`src/rtl/jtag_usr_responder.sv`:
```
// rtl/jtag_usr_responder.sv - JTAG TAP responder with USER1 function register and USER2 fabric port
//
// Purpose:
//   Oversamples the JTAG pins with clk160, runs an IEEE 1149.1 TAP controller
//   with a 10-bit IR, and serves two user instructions:
//     USER1 (10'h3C2): 8-bit register whose Update-DR writes func.
//     USER2 (10'h3C3): pulses for the fabric, plus a 16-bit status shadow
//                      register that is scanned out when func is 2 or 3.
//   Any other instruction selects the 1-bit BYPASS register.
//
// Ports:
//   clk160     - system clock, every register on its rising edge
//   sys_rst    - synchronous active-high reset
//   tck/tms/tdi- asynchronous JTAG pins
//   tdo        - JTAG data out (changes after TCK falling edges in Shift states)
//   status     - 16-bit word captured into the shadow register (func 3)
//   func       - current function code, func_strb pulses when it is written
//   usr2_cap   - pulse on entry to Capture-DR with USER2 active
//   usr2_sh    - pulse per Shift-DR TCK rise with USER2 active, usr2_tdi valid
//   usr2_upd   - pulse on entry to Update-DR with USER2 active
//   usr2_tdo   - fabric return bit scanned out for USER2 when func is not 2/3
//   tap_rst    - high while the TAP is in Test-Logic-Reset

module jtag_usr_responder (
  input  logic        clk160,
  input  logic        sys_rst,
  input  logic        tck,
  input  logic        tms,
  input  logic        tdi,
  output logic        tdo,
  input  logic [15:0] status,
  output logic [7:0]  func,
  output logic        func_strb,
  output logic        usr2_cap,
  output logic        usr2_sh,
  output logic        usr2_upd,
  output logic        usr2_tdi,
  input  logic        usr2_tdo,
  output logic        tap_rst
);

  typedef enum logic [3:0] {
    TLR, RTI,
    SEL_DR, CAP_DR, SH_DR, EX1_DR, PAUSE_DR, EX2_DR, UPD_DR,
    SEL_IR, CAP_IR, SH_IR, EX1_IR, PAUSE_IR, EX2_IR, UPD_IR
  } tap_state_t;

  localparam logic [9:0] IR_USER1  = 10'h3C2;
  localparam logic [9:0] IR_USER2  = 10'h3C3;
  localparam logic [9:0] IR_BYPASS = 10'h3FF;
  localparam logic [9:0] IR_CAP    = 10'b0000000001;

  // Pin pipelines: [0] and [1] form the synchronizer, [2] is the edge register.
  // tms/tdi go through the same depth so they stay aligned with the TCK edge.
  logic [2:0] tck_pipe;
  logic [2:0] tms_pipe;
  logic [2:0] tdi_pipe;
  logic       r_ev;
  logic       f_ev;
  logic       tms_s;
  logic       tdi_s;

  always_ff @(posedge clk160) begin
    if (sys_rst) begin
      tck_pipe <= 3'b000;
      tms_pipe <= 3'b000;
      tdi_pipe <= 3'b000;
      r_ev     <= 1'b0;
      f_ev     <= 1'b0;
    end else begin
      tck_pipe <= {tck_pipe[1:0], tck};
      tms_pipe <= {tms_pipe[1:0], tms};
      tdi_pipe <= {tdi_pipe[1:0], tdi};
      // Registered so the event lands three clk160 cycles after the pin edge.
      r_ev     <= tck_pipe[1] & ~tck_pipe[2];
      f_ev     <= ~tck_pipe[1] & tck_pipe[2];
    end
  end

  assign tms_s = tms_pipe[2];
  assign tdi_s = tdi_pipe[2];

  function automatic tap_state_t tap_next(input tap_state_t s, input logic m);
    case (s)
      TLR:      tap_next = m ? TLR    : RTI;
      RTI:      tap_next = m ? SEL_DR : RTI;
      SEL_DR:   tap_next = m ? SEL_IR : CAP_DR;
      CAP_DR:   tap_next = m ? EX1_DR : SH_DR;
      SH_DR:    tap_next = m ? EX1_DR : SH_DR;
      EX1_DR:   tap_next = m ? UPD_DR : PAUSE_DR;
      PAUSE_DR: tap_next = m ? EX2_DR : PAUSE_DR;
      EX2_DR:   tap_next = m ? UPD_DR : SH_DR;
      UPD_DR:   tap_next = m ? SEL_DR : RTI;
      SEL_IR:   tap_next = m ? TLR    : CAP_IR;
      CAP_IR:   tap_next = m ? EX1_IR : SH_IR;
      SH_IR:    tap_next = m ? EX1_IR : SH_IR;
      EX1_IR:   tap_next = m ? UPD_IR : PAUSE_IR;
      PAUSE_IR: tap_next = m ? EX2_IR : PAUSE_IR;
      EX2_IR:   tap_next = m ? UPD_IR : SH_IR;
      UPD_IR:   tap_next = m ? SEL_DR : RTI;
      default:  tap_next = TLR;
    endcase
  endfunction

  tap_state_t  tap_state;
  tap_state_t  tap_nxt;
  logic [9:0]  ir;
  logic [9:0]  ir_act;
  logic [7:0]  user1_sr;
  logic [15:0] shadow;
  logic        bypass_r;
  logic        is_user1;
  logic        is_user2;
  logic        func_sh;
  logic        tdo_src;

  assign tap_nxt  = tap_next(tap_state, tms_s);
  assign is_user1 = (ir_act == IR_USER1);
  assign is_user2 = (ir_act == IR_USER2);
  assign func_sh  = (func == 8'h02) || (func == 8'h03);

  always_comb begin
    tdo_src = bypass_r;
    if (tap_state == SH_IR) begin
      tdo_src = ir[0];
    end else if (is_user1) begin
      tdo_src = user1_sr[0];
    end else if (is_user2) begin
      tdo_src = func_sh ? shadow[0] : usr2_tdo;
    end
  end

  always_ff @(posedge clk160) begin
    if (sys_rst) begin
      tap_state <= TLR;
      tap_rst   <= 1'b1;
      ir        <= IR_CAP;
      ir_act    <= IR_BYPASS;
      user1_sr  <= 8'h00;
      shadow    <= 16'h0000;
      bypass_r  <= 1'b0;
      func      <= 8'h00;
      func_strb <= 1'b0;
      usr2_cap  <= 1'b0;
      usr2_sh   <= 1'b0;
      usr2_upd  <= 1'b0;
      usr2_tdi  <= 1'b0;
      tdo       <= 1'b0;
    end else begin
      func_strb <= 1'b0;
      usr2_cap  <= 1'b0;
      usr2_sh   <= 1'b0;
      usr2_upd  <= 1'b0;

      // Self-clearing function codes drop back the cycle after their strobe.
      if (func_strb && ((func == 8'h0D) || (func == 8'h0F))) begin
        func <= 8'h00;
      end

      if (r_ev) begin
        tap_state <= tap_nxt;
        tap_rst   <= (tap_nxt == TLR);

        // Capture/shift act on the TCK rise that leaves the state.
        case (tap_state)
          CAP_IR: ir <= IR_CAP;
          SH_IR:  ir <= {tdi_s, ir[9:1]};
          CAP_DR: begin
            bypass_r <= 1'b0;
            if (is_user1) begin
              user1_sr <= func;
            end
            if (is_user2 && (func == 8'h03)) begin
              shadow <= status;
            end
          end
          SH_DR: begin
            bypass_r <= tdi_s;
            if (is_user1) begin
              user1_sr <= {tdi_s, user1_sr[7:1]};
            end
            if (is_user2) begin
              usr2_sh  <= 1'b1;
              usr2_tdi <= tdi_s;
              if (func_sh) begin
                shadow <= {tdi_s, shadow[15:1]};
              end
            end
          end
          default: ;
        endcase

        // Entry-based actions: the last shift bit is already in place here.
        if (tap_nxt == UPD_IR) begin
          ir_act <= ir;
        end
        if (is_user2 && (tap_nxt == CAP_DR)) begin
          usr2_cap <= 1'b1;
        end
        if (tap_nxt == UPD_DR) begin
          if (is_user2) begin
            usr2_upd <= 1'b1;
          end
          if (is_user1) begin
            func      <= user1_sr;
            func_strb <= 1'b1;
          end
        end
      end

      if (f_ev && ((tap_state == SH_IR) || (tap_state == SH_DR))) begin
        tdo <= tdo_src;
      end

      if (tap_state == TLR) begin
        ir_act <= IR_BYPASS;
      end
    end
  end

endmodule

```
`config.mk`:
```
export PLATFORM = sky130hd
export DESIGN_NAME = jtag_usr_responder
export DESIGN_NICKNAME = d
export VERILOG_FILES = /design/src/rtl/jtag_usr_responder.sv
export SDC_FILE = /design/constraint.sdc
export NUM_CORES = 1
export LEC_CHECK = 0
export ABC_AREA = 0
export CELL_PAD_IN_SITES_DETAIL_PLACEMENT = 2
export CELL_PAD_IN_SITES_GLOBAL_PLACEMENT = 2
export CORE_MARGIN = 2
export CORE_UTILIZATION = 32
export DETAILED_ROUTE_END_ITERATION = 10
export PLACE_DENSITY = 0.74
export SYNTH_ARGS = -nofsm -noshare
export SYNTH_HDL_FRONTEND = slang
export SYNTH_SLANG_ARGS = --single-unit
```
`constraint.sdc`:
```
create_clock -name clk160 -period 1.71 [get_ports clk160]
set_input_delay 0.4275 -clock clk160 [delete_from_list [all_inputs] [get_ports clk160]]
set_output_delay 0.4275 -clock clk160 [all_outputs]
set_load 0.01 [all_outputs]
```
# After elaboration in Yosys (flattened, before gate mapping)

Index checks and enable logic that the tools add are counted.
Widths: inputs -> output; s select.

Reductions and logical operators: 24
Mux-type cells: 33
Equal/unequal tests: 29
Bitwise gates (word level): 7

Operator list:

| kind                 | count |
|---|---|
| $mux 16              | 3 |
| $mux 8               | 6 |
| $pmux 4 s12          | 1 |
| $eq 4x4->1 const B   | 10 |
| $pmux 16 s2          | 1 |
| $eq 10x10->1 const B | 2 |
| $pmux 10 s2          | 1 |
| $eq 4x3->1 const B   | 4 |
| $eq 8x2->1 const B   | 2 |
| $eq 8x4->1 const B   | 2 |
| $mux 4               | 4 |
| $pmux 8 s2           | 1 |
| $eq 4x2->1 const B   | 3 |
| $mux 1               | 10 |
| $ne 2x2->1 const B   | 5 |
| $reduce_or 3->1      | 3 |
| $logic_not 4->1      | 2 |
| $reduce_or 2->1      | 4 |
| $mux 2               | 3 |
| $mux 3               | 2 |
| $reduce_and 2->1     | 3 |
| $not 1->1            | 5 |
| $reduce_and 5->1     | 1 |
| $eq 4x1->1 const B   | 1 |
| 7 further kinds      | 14 |

Bits of input ports: 22
Bits in registers: 75
Logic and storage cells: 112
Output and inout port bits: 15

# Longest topological paths before layout

Word-level depth: 7
Gate-level depth with buffers: 7
Gate-level depth less buffers: 4

# Least setup slack after synthesis

OpenSTA, ideal clock, no wires.

Kind: reg2reg
Start point: register func[5]
End point: register shadow[10]
Stages on the path, launching flop included: 7
Setup slack: -0.014 ns
Data arrival time: 1.580 ns
Cells stage by stage: dfxtp_1 > nor4_2 > o311a_4 > and4_4 > buf_6 > buf_6 > a211oi_2

Cells in the longest elaborated chain, start to end: 4
Elaborated cells on any way between the ends: 7

Ends and longest elaborated chain:

| item                                                         | line     | source |
|---|---|---|
| from (decl)                                                  | 32       | `output logic [7:0] func,` |
| from (signal assigned)                                       | 205      | `func <= user1_sr;` |
| $eq 8x2->1, on equally long branches                         | 120, 173 |  |
| $logic_and 1x1->1 / $logic_or 1x1->1 (equally long branches) | 173, 120 |  |
| $ne 2x2->1 (no line)                                         | --       |  |
| $reduce_and 5->1 (no line) *                                 | --       |  |
| to (signal assigned)                                         | 174      | `shadow <= status;` |
| to (signal assigned)                                         | 186      | `shadow <= {tdi_s, shadow[15:1]};` |
| to (decl)                                                    | 110      | `logic [15:0] shadow;` |

Every way passes the cells marked *; elsewhere a longest branch is shown, timed or not.
A chain may end at the register's enable or synchronous reset.

# Worst setup path in the final report

Start point: register tap_state[3]
End point: register shadow[2]

Cells in the longest elaborated chain, start to end: 3
Elaborated cells on any way between the ends: 8

Ends and longest elaborated chain:

| item                                                             | line | source |
|---|---|---|
| from (decl)                                                      | 105  | `tap_state_t tap_state;` |
| from (signal assigned)                                           | 161  | `tap_state <= tap_nxt;` |
| $eq 4x2->1 / $eq 4x3->1 (equally long branches)                  | 165  | `case (tap_state)` |
| $ne 2x2->1 (no line) / $reduce_bool 2->1 (equally long branches) | --   |  |
| $reduce_and 5->1 (no line)                                       | --   |  |

Parallel ways exist; a longest one is shown, timed or not.

==> impl_metrics.toml <==
[outcome]
status = "finished, final reports clean"

[global_routing]
antenna_found_initial = 0
grt-ovfl-total = 0
grt_pass1_vias = 3195
grt_max_degree = 32
grt_pass1_wl_um = 16700
grt_usage = 0.182

[routing]
vias_per_cell = 5.41
avgRoutedWirePerCell_um = 18.6
remaining_drc_errors = 0
ant_nets = 0
vias = 3002
drt_wl_total_um = 10300
drt_pre_antenna_iters = 4
drtIter0Drc = 89

[synth]
yosysTopAreaCell = "dfxtp_1"
synth_top_area_share = 0.441
seq_area_frac_synth = 0.441
async_flop_share = 0
synth_seq_cells = 75
synthCells = 367
synth.yosys.warnings = 0
synth_common_cells = "75 x dfxtp_1, 41 x nand2_1, 27 x a21oi_1"
mappedNetlistNets = 389
synth_edf_count = 0
yosysUniqueCellTypes = 49
ys.flop_type = "dfxtp_1"
synth_area_um2 = 3410
syn-mean-instance-area_um2 = 9.28
synth.area.top_cells = "dfxtp_1 44%, mux2i_1 7.6%, nand2_1 4.5%, a21oi_1 4.0%, a211oi_2 3.7%"
synth_most_common_cell = "dfxtp_1"

[clock_tree]
clk_latency_ps = 340
cts_max_level = 3
cts_root_buffer = "clkbuf_8"
cts.sinks = 75
cts_tree = "yes"
hold_buffers = 0
cts_buffers = 9
clkTransAtPathRegs_ps = 80
clk_path_buf_depth = 2

[floorplan]
dieHeight_um = 107
rows = 37
core_area_um2 = 10300
ios = 37
die_area_um2 = 11500
die_w_um = 107
start_util = 0.330

[critical_path]
rrSetupSlack_ps = 40
cp-end-kind = "flop"
rr_worst_depth = 5
start_kind = "flop"
cp.required_ps = 1910
cp.arrival_ps = 1880
cp_max_fo = 16
worstSetupPathType = "reg2reg"
cp-startpoint = "tap_state[3]"
cp-endpoint = "shadow[2]"
reg2reg_to = "shadow[2]"
r2r_start = "tap_state[3]"

[timing]
tightest_slew_ps = 440
fin_skew_ps = 10.8
final_max_slew_viol_count = 0
fin_crit_ps = 1670
hold_viol = 0
max_freq_mhz = 598
slew_headroom = 0.706
finalCritPeriodShare = 0.979
setup_viol = 0

[final_layout]
final_util = 0.420
drive_gt1_frac = 0.208
area_delta_synth_final_pct = 27.3
nets = 436
final_cell_area_um2 = 4340
antennaDiodeCount = 0
nFillCells = 1120

[place]
dpl.hpwl_um = 6900
io_buffers = 36
gp_congestion = 0.812
place_area_um2 = 4050

[power]
cellLeakagePower_nw = 1.52
powerDensity_nw_per_um2 = 745
irDropWorstVdd_mv = 0.384

[min_path]
hp-class = "reg2reg"

[job]
max_cap_viol_count = 0
worst max-delay path, cell delays in order (launching register included):
cell      delay [ps]
dfxtp_2          390
or2_4            270
o311a_4          320
buf_4            200
a31oi_1          270
a211oi_2          90
routing by layer:
layer,track usage,vias up,wire (um)
li1,-,1459,-
met1,0.241,1502,4830
met2,0.309,35,5170
met3,0.0267,6,230
met4,0.0492,0,61
met5,0,-,0
power by group:
| part | internal, W | switching [W] |
|---|---|---|
| logic | 0.0000755 | 0.0000676 |
| registers | 0.00176 | 0.0000100 |
| clock network | 0.000671 | 0.000651 |
| total | 0.00250 | 0.000728 |
cells in the final DEF (no fill, tap or decap), types with 3 or more instances in the layout:
cell and count:
inv_1 3, clkinv_2 3, nor2_1 5, and3_1 3
a21oi_1 27, a211oi_1 5, nor4bb_1 3, a22o_1 4
o2bb2ai_1 4, o21ai_0 10, o211ai_1 3, buf_12 3
nor4_1 3, nor3b_1 4, buf_4 28, a311oi_1 9
dlymetal6s2s_1 3, dfxtp_1 63, nand2_1 41, clkdlybuf4s50_1 24
mux2i_1 26, nor2b_1 15, a211oi_2 11, dfxtp_2 12
nand4_1 4, nand4b_1 5, a31oi_1 16, nor3_1 4
clkbuf_8 9, dlygate4sd2_1 8, nand3_1 23
area by class of cell:
class                   instances  area [um^2]  area share
well taps                     136          170      0.0392
multi-input cells             256         1800       0.414
flip-flops and latches         75         1520       0.350
clock inverters                 5         53.8      0.0124
repair buffers                 69          659       0.152
inverters                       3         11.3     0.00260
clock buffers                  11          131      0.0303
worst min-delay path by stage:
| stage | from | to | cells past startpoint |
|---|---|---|---|
| after global placement | tck_pipe[2] | r_ev | 1 |
| after global routing | tck_pipe[2] | r_ev | 1 |
| after floorplan | tck_pipe[2] | r_ev | 1 |
| after CTS | tck_pipe[2] | r_ev | 1 |
| final | tck_pipe[2] | r_ev | 1 |
| after detailed placement | tck_pipe[2] | r_ev | 1 |
sequential cells by signal (all words and copies together), names as in the netlist, 3 cells and up:
name and count:
ir_act 10, shadow 16, tdi_pipe 3, tms_pipe 3, tap_state 4, tck_pipe 3, user1_sr 8, func 8
ir 10
logic make-up (layout without fill, tap and decap cells):
group / count (synthesis) / in the layout / share of synthesized area
and+or+nand+nor: 128 / 128 / 0.213
xor gates and xnor gates: 1 / 1 / 0.00257
buffers and inverters: 36 / 88 / 0.0496
muxes: 26 / 26 / 0.0764
DFF: 75 / 75 / 0.441
AOI/OAI and AO/OA: 101 / 101 / 0.218
per-stage QoR:
stage / hold slack (ps) / total power (W) / setup WS [ps] / cells / setup TNS [ps]
floorplan: 383 / 0.00187 / 48.8 / 367 / 0
CTS: 419 / 0.00328 / 3.09 / 551 / 0
global placement: 392 / 0.00194 / 128 / 535 / 0
finish: 413 / 0.00323 / 36.7 / 555 / 0
detailed placement: 407 / 0.00195 / -124 / 535 / -124
global route: 430 / 0.00338 / -23.4 / 555 / -25.9
what timing repair did:
item,CTS,global route
pin swaps,0,1
endpoints found under the setup margin,17,47
buffers inserted,0,3
resized for setup,19,15
cloned,0,1
Power figures use the tool's default switching activity.
